--- src/rtl/jpeg_izigzag_buffer.sv ---
// Inverse-zigzag ping-pong buffer: zigzag-ordered 8x8 blocks in, raster order out; first word one cycle after a block fills.
// din_ready drops only while the bank to be written is still full or draining; dout holds steady while stalled.
module jpeg_izigzag_buffer #(
    parameter int DW = 12
) (
    input  logic          clk,
    input  logic          rst,
    input  logic          din_valid,
    output logic          din_ready,
    input  logic [DW-1:0] din,
    output logic          dout_valid,
    input  logic          dout_ready,
    output logic [DW-1:0] dout,
    output logic [5:0]    dout_idx,
    output logic          dout_last
);

    typedef enum logic [1:0] {
        EMPTY    = 2'd0,
        FILLING  = 2'd1,
        FULL     = 2'd2,
        DRAINING = 2'd3
    } bank_state_e;

    // Zigzag position k -> raster address.
    localparam logic [5:0] ZZ [64] = '{
        6'd0,  6'd1,  6'd8,  6'd16, 6'd9,  6'd2,  6'd3,  6'd10,
        6'd17, 6'd24, 6'd32, 6'd25, 6'd18, 6'd11, 6'd4,  6'd5,
        6'd12, 6'd19, 6'd26, 6'd33, 6'd40, 6'd48, 6'd41, 6'd34,
        6'd27, 6'd20, 6'd13, 6'd6,  6'd7,  6'd14, 6'd21, 6'd28,
        6'd35, 6'd42, 6'd49, 6'd56, 6'd57, 6'd50, 6'd43, 6'd36,
        6'd29, 6'd22, 6'd15, 6'd23, 6'd30, 6'd37, 6'd44, 6'd51,
        6'd58, 6'd59, 6'd52, 6'd45, 6'd38, 6'd31, 6'd39, 6'd46,
        6'd53, 6'd60, 6'd61, 6'd54, 6'd47, 6'd55, 6'd62, 6'd63
    };

    bank_state_e   bank_q [2];
    bank_state_e   bank_d [2];
    logic          wb_q, wb_d;
    logic          rb_q, rb_d;
    logic [5:0]    wcnt_q, wcnt_d;
    logic [5:0]    rcnt_q, rcnt_d;
    logic [DW-1:0] mem_q [2][64];

    logic          dout_valid_q, dout_valid_d;
    logic [DW-1:0] dout_q, dout_d;
    logic [5:0]    dout_idx_q, dout_idx_d;
    logic          dout_last_q, dout_last_d;

    logic          wr_fire;
    logic          rd_load;
    logic          rd_avail;

    assign din_ready  = (bank_q[wb_q] == EMPTY) || (bank_q[wb_q] == FILLING);
    assign wr_fire    = din_valid && din_ready;
    assign rd_load    = !dout_valid_q || dout_ready;
    assign rd_avail   = (bank_q[rb_q] == FULL) || (bank_q[rb_q] == DRAINING);

    assign dout_valid = dout_valid_q;
    assign dout       = dout_q;
    assign dout_idx   = dout_idx_q;
    assign dout_last  = dout_last_q;

    // Write completion and read release always target different banks, so both may land on one edge.
    always_comb begin
        bank_d       = bank_q;
        wb_d         = wb_q;
        rb_d         = rb_q;
        wcnt_d       = wcnt_q;
        rcnt_d       = rcnt_q;
        dout_valid_d = dout_valid_q;
        dout_d       = dout_q;
        dout_idx_d   = dout_idx_q;
        dout_last_d  = dout_last_q;

        if (wr_fire) begin
            wcnt_d = wcnt_q + 6'd1;
            if (wcnt_q == 6'd63) begin
                bank_d[wb_q] = FULL;
                wb_d         = ~wb_q;
            end else begin
                bank_d[wb_q] = FILLING;
            end
        end

        if (rd_load) begin
            if (rd_avail) begin
                dout_valid_d = 1'b1;
                dout_d       = mem_q[rb_q][rcnt_q];
                dout_idx_d   = rcnt_q;
                dout_last_d  = (rcnt_q == 6'd63);
                rcnt_d       = rcnt_q + 6'd1;
                if (rcnt_q == 6'd63) begin
                    bank_d[rb_q] = EMPTY;
                    rb_d         = ~rb_q;
                end else begin
                    bank_d[rb_q] = DRAINING;
                end
            end else begin
                dout_valid_d = 1'b0;
            end
        end
    end

    always_ff @(posedge clk or negedge rst) begin
        if (!rst) begin
            bank_q[0]    <= EMPTY;
            bank_q[1]    <= EMPTY;
            wb_q         <= 1'b0;
            rb_q         <= 1'b0;
            wcnt_q       <= 6'd0;
            rcnt_q       <= 6'd0;
            dout_valid_q <= 1'b0;
            dout_q       <= '0;
            dout_idx_q   <= 6'd0;
            dout_last_q  <= 1'b0;
        end else begin
            bank_q       <= bank_d;
            wb_q         <= wb_d;
            rb_q         <= rb_d;
            wcnt_q       <= wcnt_d;
            rcnt_q       <= rcnt_d;
            dout_valid_q <= dout_valid_d;
            dout_q       <= dout_d;
            dout_idx_q   <= dout_idx_d;
            dout_last_q  <= dout_last_d;
        end
    end

    always_ff @(posedge clk) begin
        if (wr_fire) begin
            mem_q[wb_q][ZZ[wcnt_q]] <= din;
        end
    end

endmodule
--- config.mk ---
export PLATFORM = sky130hd
export DESIGN_NAME = jpeg_izigzag_buffer
export DESIGN_NICKNAME = d
export VERILOG_FILES = /design/src/rtl/jpeg_izigzag_buffer.sv
export SDC_FILE = /design/constraint.sdc
export NUM_CORES = 1
export LEC_CHECK = 0
export CORE_MARGIN = 1
export CORE_UTILIZATION = 30
export CTS_BUF_LIST = sky130_fd_sc_hd__clkbuf_2
export DETAILED_ROUTE_END_ITERATION = 10
export SYNTH_ARGS = -nofsm -noshare
export SYNTH_HDL_FRONTEND = slang
export SYNTH_SLANG_ARGS = --single-unit
export TNS_END_PERCENT = 10
--- constraint.sdc ---
create_clock -name clk -period 5.39 [get_ports clk]
set_clock_uncertainty 0.2 [all_clocks]
set_input_delay 0.8085 -clock clk [delete_from_list [all_inputs] [get_ports clk]]
set_output_delay 0.8085 -clock clk [all_outputs]
set_load 0.01 [all_outputs]
==> impl_results.md, run 1 <==
* Clk sinks at 1,572
* RSZ-0062 raised after global routing: no
* Pwr Density at 392 nW/um^2
* Hold Path Depth at 2
* Area contributors post-synth: edfxtp_1 (74%), mux4_2 (12%), mux2i_1 (3.5%)
* Comb power frac at 0.223
* Hold Path Class: in2reg
* Design Power at 28.0 mW
* Proportion of layout cells with a drive suffix above 1 at 0.363
* Worst R2R Path Depth at 7
* Most frequent cells in the layout: edfxtp_1 (1,536), clkbuf_2 (565), mux4_2 (330), mux2i_1 (221), buf_4 (217)
* Tmin final at 4.70 ns
* Post_cts resized at 0
* Flop pwr share at 0.507
* Hold_buf cts at 38
* Clock Pin Slew Worst Setup and Hold Paths at 0.10 ns
* Post-synth top area cell: edfxtp_1
* Commonest non-fill, non-tap cell in the layout: edfxtp_1
* Slew margin rel. at 0.117
* Vias at 32,500
* Placed cell area at 67,500 sq um
* Largest stage delay, worst path at 1.00 ns
* Place WS at 0.766 ns
* Crit path from: wcnt_q[0]
* Row cnt at 167
* Worst-margin pin slew at 1.31 ns
* Largest net degree at the start of global routing at 83
* CP Launch Type: flip-flop
* Clk root buf: clkbuf_2
* Slew Limit Fails at 0
* Global-route wire length before repair at 232 mm
* Sw Share at 0.330
* Final worst path period share at 0.873
* Placed cells at 5,746
* CTS tree: done
* Setup slack, reg-to-reg at 0.69 ns
* Depth of the CTS H-tree at 5
* Cells after Synth at 2,993
* Worst hold slack at 0.253 ns
* Final Instance Area at 71,300 sq um
* Asr flop ratio synth at 0.0229
* #FFs+latches synth at 1,572
* GRT Total Usage at 0.152
* Total die area at 210,000 sq um
* Synth top area share at 0.739
* DRC at 0
* Max-cap violations at 0
* CORE AREA at 207,000 sq um
* Min-Delay Endpoint: mem_q[0][266]
* Worst path cell trace: inv_1, ha_1, mux2_1, mux4_2, nor2_4, o2111ai_2, nor3_2
* Crit path kind: reg2reg
* Buffers on Ports at 36
* Drt pass-1 iters at 6
* Fin. Hold Viols at 0
* Max rail drop VDD at 0.000290 V
* CP max-delay cell: nor3_2
* Leak Pwr at 21.7 nW
* Psw at 9.24 mW
* Clk_lat worst skew at 1.65 ns
* DRT iter0 DRCs at 3,386
* Total CTS buffers at 398
* Routed len/inst at 25.0 um
* Final setup margin at 0.686 ns
* # Post-CTS Setup Buffers at 0
* Final setup vio count at 0
* HPWL Detailed at 98.2 mm
* Min-delay src: din[2]
* Die H at 458 um
* Number of synthesized flops with an enable pin at 1,536
* Crit end category: flip-flop
* Seq/Total Area, Yosys at 0.753
* Yosys warns at 0
* Congestion Overflow GR at 0
* Count of different cell masters after synthesis at 66
* RR Endpoint: mem_q[0][205]
* Pint at 18.7 mW
* CTS Buffer Depth at 4
* Avg Cell Area, Syn at 20.9 sq um
* RePlAce Congestion at 0.865
* Vias in the first global route at 32,900
* Crit path max fanout at 18
* Post-Syn Nets at 3,026
* Setup TNS at 0 ns
* FMAX at 213 MHz
* Initial antenna violation count at 5
* Starting Density at 0.302
* Fin nets at 3,514
* Die Width at 458 um
* Finished Layout Cells at 6,448
* I/O pin cnt at 37
* Cell Area, Synth at 62,400 sq um
* Layout area overhead at 14.2%
* Most common flop cell mapped by yosys: edfxtp_1
* Status: finished, final reports clean
* Worst EP required at 6.29 ns
* WL final at 161 mm
* Post-layout util at 0.345
* Vias per Instance at 5.05
* Antenna Nets Post-Route at 0
* FF-to-FF Start: wcnt_q[0]
* Worst EP arrival at 5.60 ns
* Clock power frac at 0.271
power groups by stage:
stage / clock network [mW] / registers, mW / logic, mW
global placement: 0 / 14.5 / 6.12
floorplan: 0 / 14.2 / 3.24
detailed placement: 0 / 14.5 / 6.14
global route: 8.39 / 14.2 / 6.48
CTS: 7.82 / 14.2 / 6.21
finish: 7.57 / 14.2 / 6.23
state kept, by name, indices dropped and copies added (netlist names):
name	flops
wb_q	1
dout_valid	1
mem_q	1536
dout_last	1
dout	12
rb_q	1
wcnt_q	6
dout_idx	6
rcnt_q	6
bank_q	2
worst max path at each step:
stage	cells after the start	to	slack (ns)
6_report	7	mem_q[0][205]	0.69
5_1_grt	7	mem_q[0][205]	0.42
4_1_cts	7	mem_q[0][205]	0.62
2_1_floorplan	10	mem_q[1][276]	1.18
3_3_place_gp	7	mem_q[0][274]	0.77
3_5_place_dp	7	mem_q[0][274]	0.77
metal layers:
metal | vias to the layer above | global-route usage | share of wire
met4 | 0 | 0.0599 | 0.033
li1 | 13800 | - | -
met2 | 1359 | 0.241 | 0.48
met3 | 240 | 0.0328 | 0.067
met1 | 17100 | 0.203 | 0.42
met5 | - | 0 | 0
synthesized netlist by cell type, types with 7 or more instances:
cell type / n
buf_1: 18
nor2_1: 43
mux2_2: 44
nor2b_1: 31
o211ai_1: 29
edfxtp_1: 1536
a221oi_1: 17
nor3_1: 80
buf_6: 28
dfrtp_1: 36
nand2b_1: 9
a22oi_1: 25
o22a_1: 11
nand2_1: 58
a31oi_1: 13
mux2i_1: 221
a41oi_1: 10
buf_4: 22
a211oi_1: 12
a21oi_1: 14
xnor2_1: 8
mux4_2: 330
nor4_1: 65
buf_2: 58
o221ai_1: 57
clkbuf_1: 73
nand3_1: 25
inv_1: 8
ha_1: 17
or2_2: 7
o21ai_0: 11
a2111oi_0: 8
kinds of logic after synthesis:
family                   after synthesis  synth area share
AO/OA/AOI/OAI                        250            0.0322
XOR/XNOR                              10           0.00140
adder cells (fa/ha/maj)               17           0.00341
buffers and inverters                212            0.0192
flip-flops                          1572             0.753
multiplexers                         596             0.163
AND/OR/NAND/NOR                      336            0.0278
area by class of cell:
class                   count  area [sq um]
fillers                 19600        136000
inverters                  10          37.5
well taps                2704          3380
multi-input cells        1209         15000
repair buffers            290          2560
clock inverters            94           475
flip-flops and latches   1572         47000
diodes                      4          10.0
clock buffers             565          2830
worst max-delay path, delay by kind of cell (launching register included):
| family | cells | cell delay [ns] |
|---|---|---|
| AOI/OAI and AO/OA | 1 | 0.47 |
| adders and majority gates | 1 | 0.52 |
| buffers and inverters | 1 | 0.25 |
| DFF | 1 | 0.67 |
| muxes | 2 | 0.88 |
| and+or+nand+nor | 2 | 1.22 |
No activity file was read; power rests on OpenSTA's default activity.
==> run 2, diff against run 1 <==
--- a/config.mk
+++ b/config.mk
@@ -7,3 +7,3 @@
 export LEC_CHECK = 0
-export CORE_MARGIN = 1
+export CORE_MARGIN = 10
 export CORE_UTILIZATION = 30
--- a/constraint.sdc
+++ b/constraint.sdc
@@ -4,2 +4,2 @@
 set_output_delay 0.8085 -clock clk [all_outputs]
-set_load 0.01 [all_outputs]
+set_load 0.1 [all_outputs]
==> impl_results.md, run 2 (same netlist as run 1, synthesis figures left out) <==
* Row cnt at 167
* CTS Buffer Depth at 4
* Design Power at 28.2 mW
* Total die area at 227,000 sq um
* Crit end category: output pin
* # Post-CTS Setup Buffers at 0
* Clk_lat worst skew at 1.71 ns
* Final worst path period share at 0.871
* Fin. Hold Viols at 0
* Final setup vio count at 0
* Vias per Instance at 4.99
* Buf/Inv on CP at 2
* Vias in the first global route at 33,500
* Post-layout util at 0.345
* Global-route wire length before repair at 235 mm
* Worst EP required at 4.38 ns
* Crit path max fanout at 6
* CTS tree: done
* Largest stage delay, worst path at 1.13 ns
* Layout area overhead at 14.3%
* GRT Total Usage at 0.138
* Slew Limit Fails at 0
* Antenna Nets Post-Route at 0
* WL final at 162 mm
* Max rail drop VDD at 0.000327 V
* Tmin final at 4.69 ns
* Initial antenna violation count at 8
* Drt pass-1 iters at 5
* Pwr Density at 395 nW/um^2
* Clk sinks at 1,572
* FMAX at 213 MHz
* Setup TNS at 0 ns
* RSZ-0062 raised after global routing: no
* RePlAce Congestion at 0.833
* Proportion of layout cells with a drive suffix above 1 at 0.363
* Leak Pwr at 21.7 nW
* Congestion Overflow GR at 0
* Largest net degree at the start of global routing at 89
* DRT iter0 DRCs at 3,155
* Crit path max-delay family: buffers and inverters
* Finished Layout Cells at 6,528
* Hold Path Class: in2async
* Clk root buf: clkbuf_2
* CORE AREA at 207,000 sq um
* Total CTS buffers at 401
* Worst EP arrival at 3.68 ns
* Placed cell area at 67,600 sq um
* Vias at 32,600
* Crit path kind: reg2out
* Slew margin rel. at 0.129
* Routed len/inst at 24.7 um
* Worst-margin pin slew at 1.27 ns
* Starting Density at 0.301
* CP Launch Type: flip-flop
* Placed cells at 5,828
* Post_cts resized at 0
* Max reg flops at 1,536
* Most frequent cells in the layout: edfxtp_1 (1,536), clkbuf_2 (574), mux4_2 (330), mux2i_1 (221), buf_4 (212)
* Buffers on Ports at 36
* Status: finished, final reports clean
* Max-cap violations at 0
* Final Instance Area at 71,400 sq um
* HPWL Detailed at 97.7 mm
* Die Width at 476 um
* DRC at 0
* CP max-delay cell: clkdlybuf4s50_1
* Worst path cell trace: mux2i_1, buf_4, clkdlybuf4s50_1
* Depth of the CTS H-tree at 5
* Fin nets at 3,511
* Die H at 476 um
* Clock Pin Slew Worst Setup and Hold Paths at 0.11 ns
* Commonest non-fill, non-tap cell in the layout: edfxtp_1
* I/O pin cnt at 37
[run 2: power by group]
part | switching, mW | internal, mW
combinational | 4.48 | 1.85
clock | 4.62 | 3.05
sequential | 0.315 | 13.9
[run 2: area by class of cell]
cell class	count	area (sq um)
well taps	2788	3490
repair buffers	284	2520
clock inverters	84	460
inverters	10	37.5
diodes	7	17.5
clock buffers	574	2870
fillers	19600	136000
multi-input cells	1209	14900
flip-flops and latches	1572	47000
[run 2: through the flow]
stage | setup slack [ns] | hold slack (ns)
after floorplan | 0.620 | 0.284
after global routing | 0.412 | 0.0988
final | 0.697 | 0.222
after CTS | 0.401 | 0.00713
after detailed placement | 0.805 | 0.269
after global placement | 0.886 | 0.269
[run 2: path summary, 6_finish.rpt]
check                                  from       endpoint  slack (ns)  cells past startpoint
worst max-delay path              bank_q[1]      din_ready        0.70                      3
worst min-delay path                    rst           wb_q        0.22                      4
worst max register to register    wcnt_q[0]  mem_q[1][214]        0.75                      8
worst min register to register  dout_idx[2]    dout_idx[2]        0.29                      2
max in group asynchronous               rst      rcnt_q[3]        4.24                      4
min in group clk                     din[4]  mem_q[0][364]        0.23                      2
[run 2: timing repair]
item	4_1_cts	5_1_grt
hold buffers	34	0
hold endpoints to repair	1585	0
endpoints found under the setup margin	0	0
[run 2: per-layer routing]
metal  track usage  share of wire  up-vias
met2         0.220           0.48     1333
li1              -              -    13800
met3        0.0296          0.070      323
met1         0.184           0.42    17100
met4        0.0532          0.034        0
met5             0              0        -
[run 2: tightest hold or removal path, stage by stage]
cell and delay (ns):
dlygate4sd3_1 0.62, buf_2 0.13, dlygate4sd3_1 0.54, buf_4 0.46
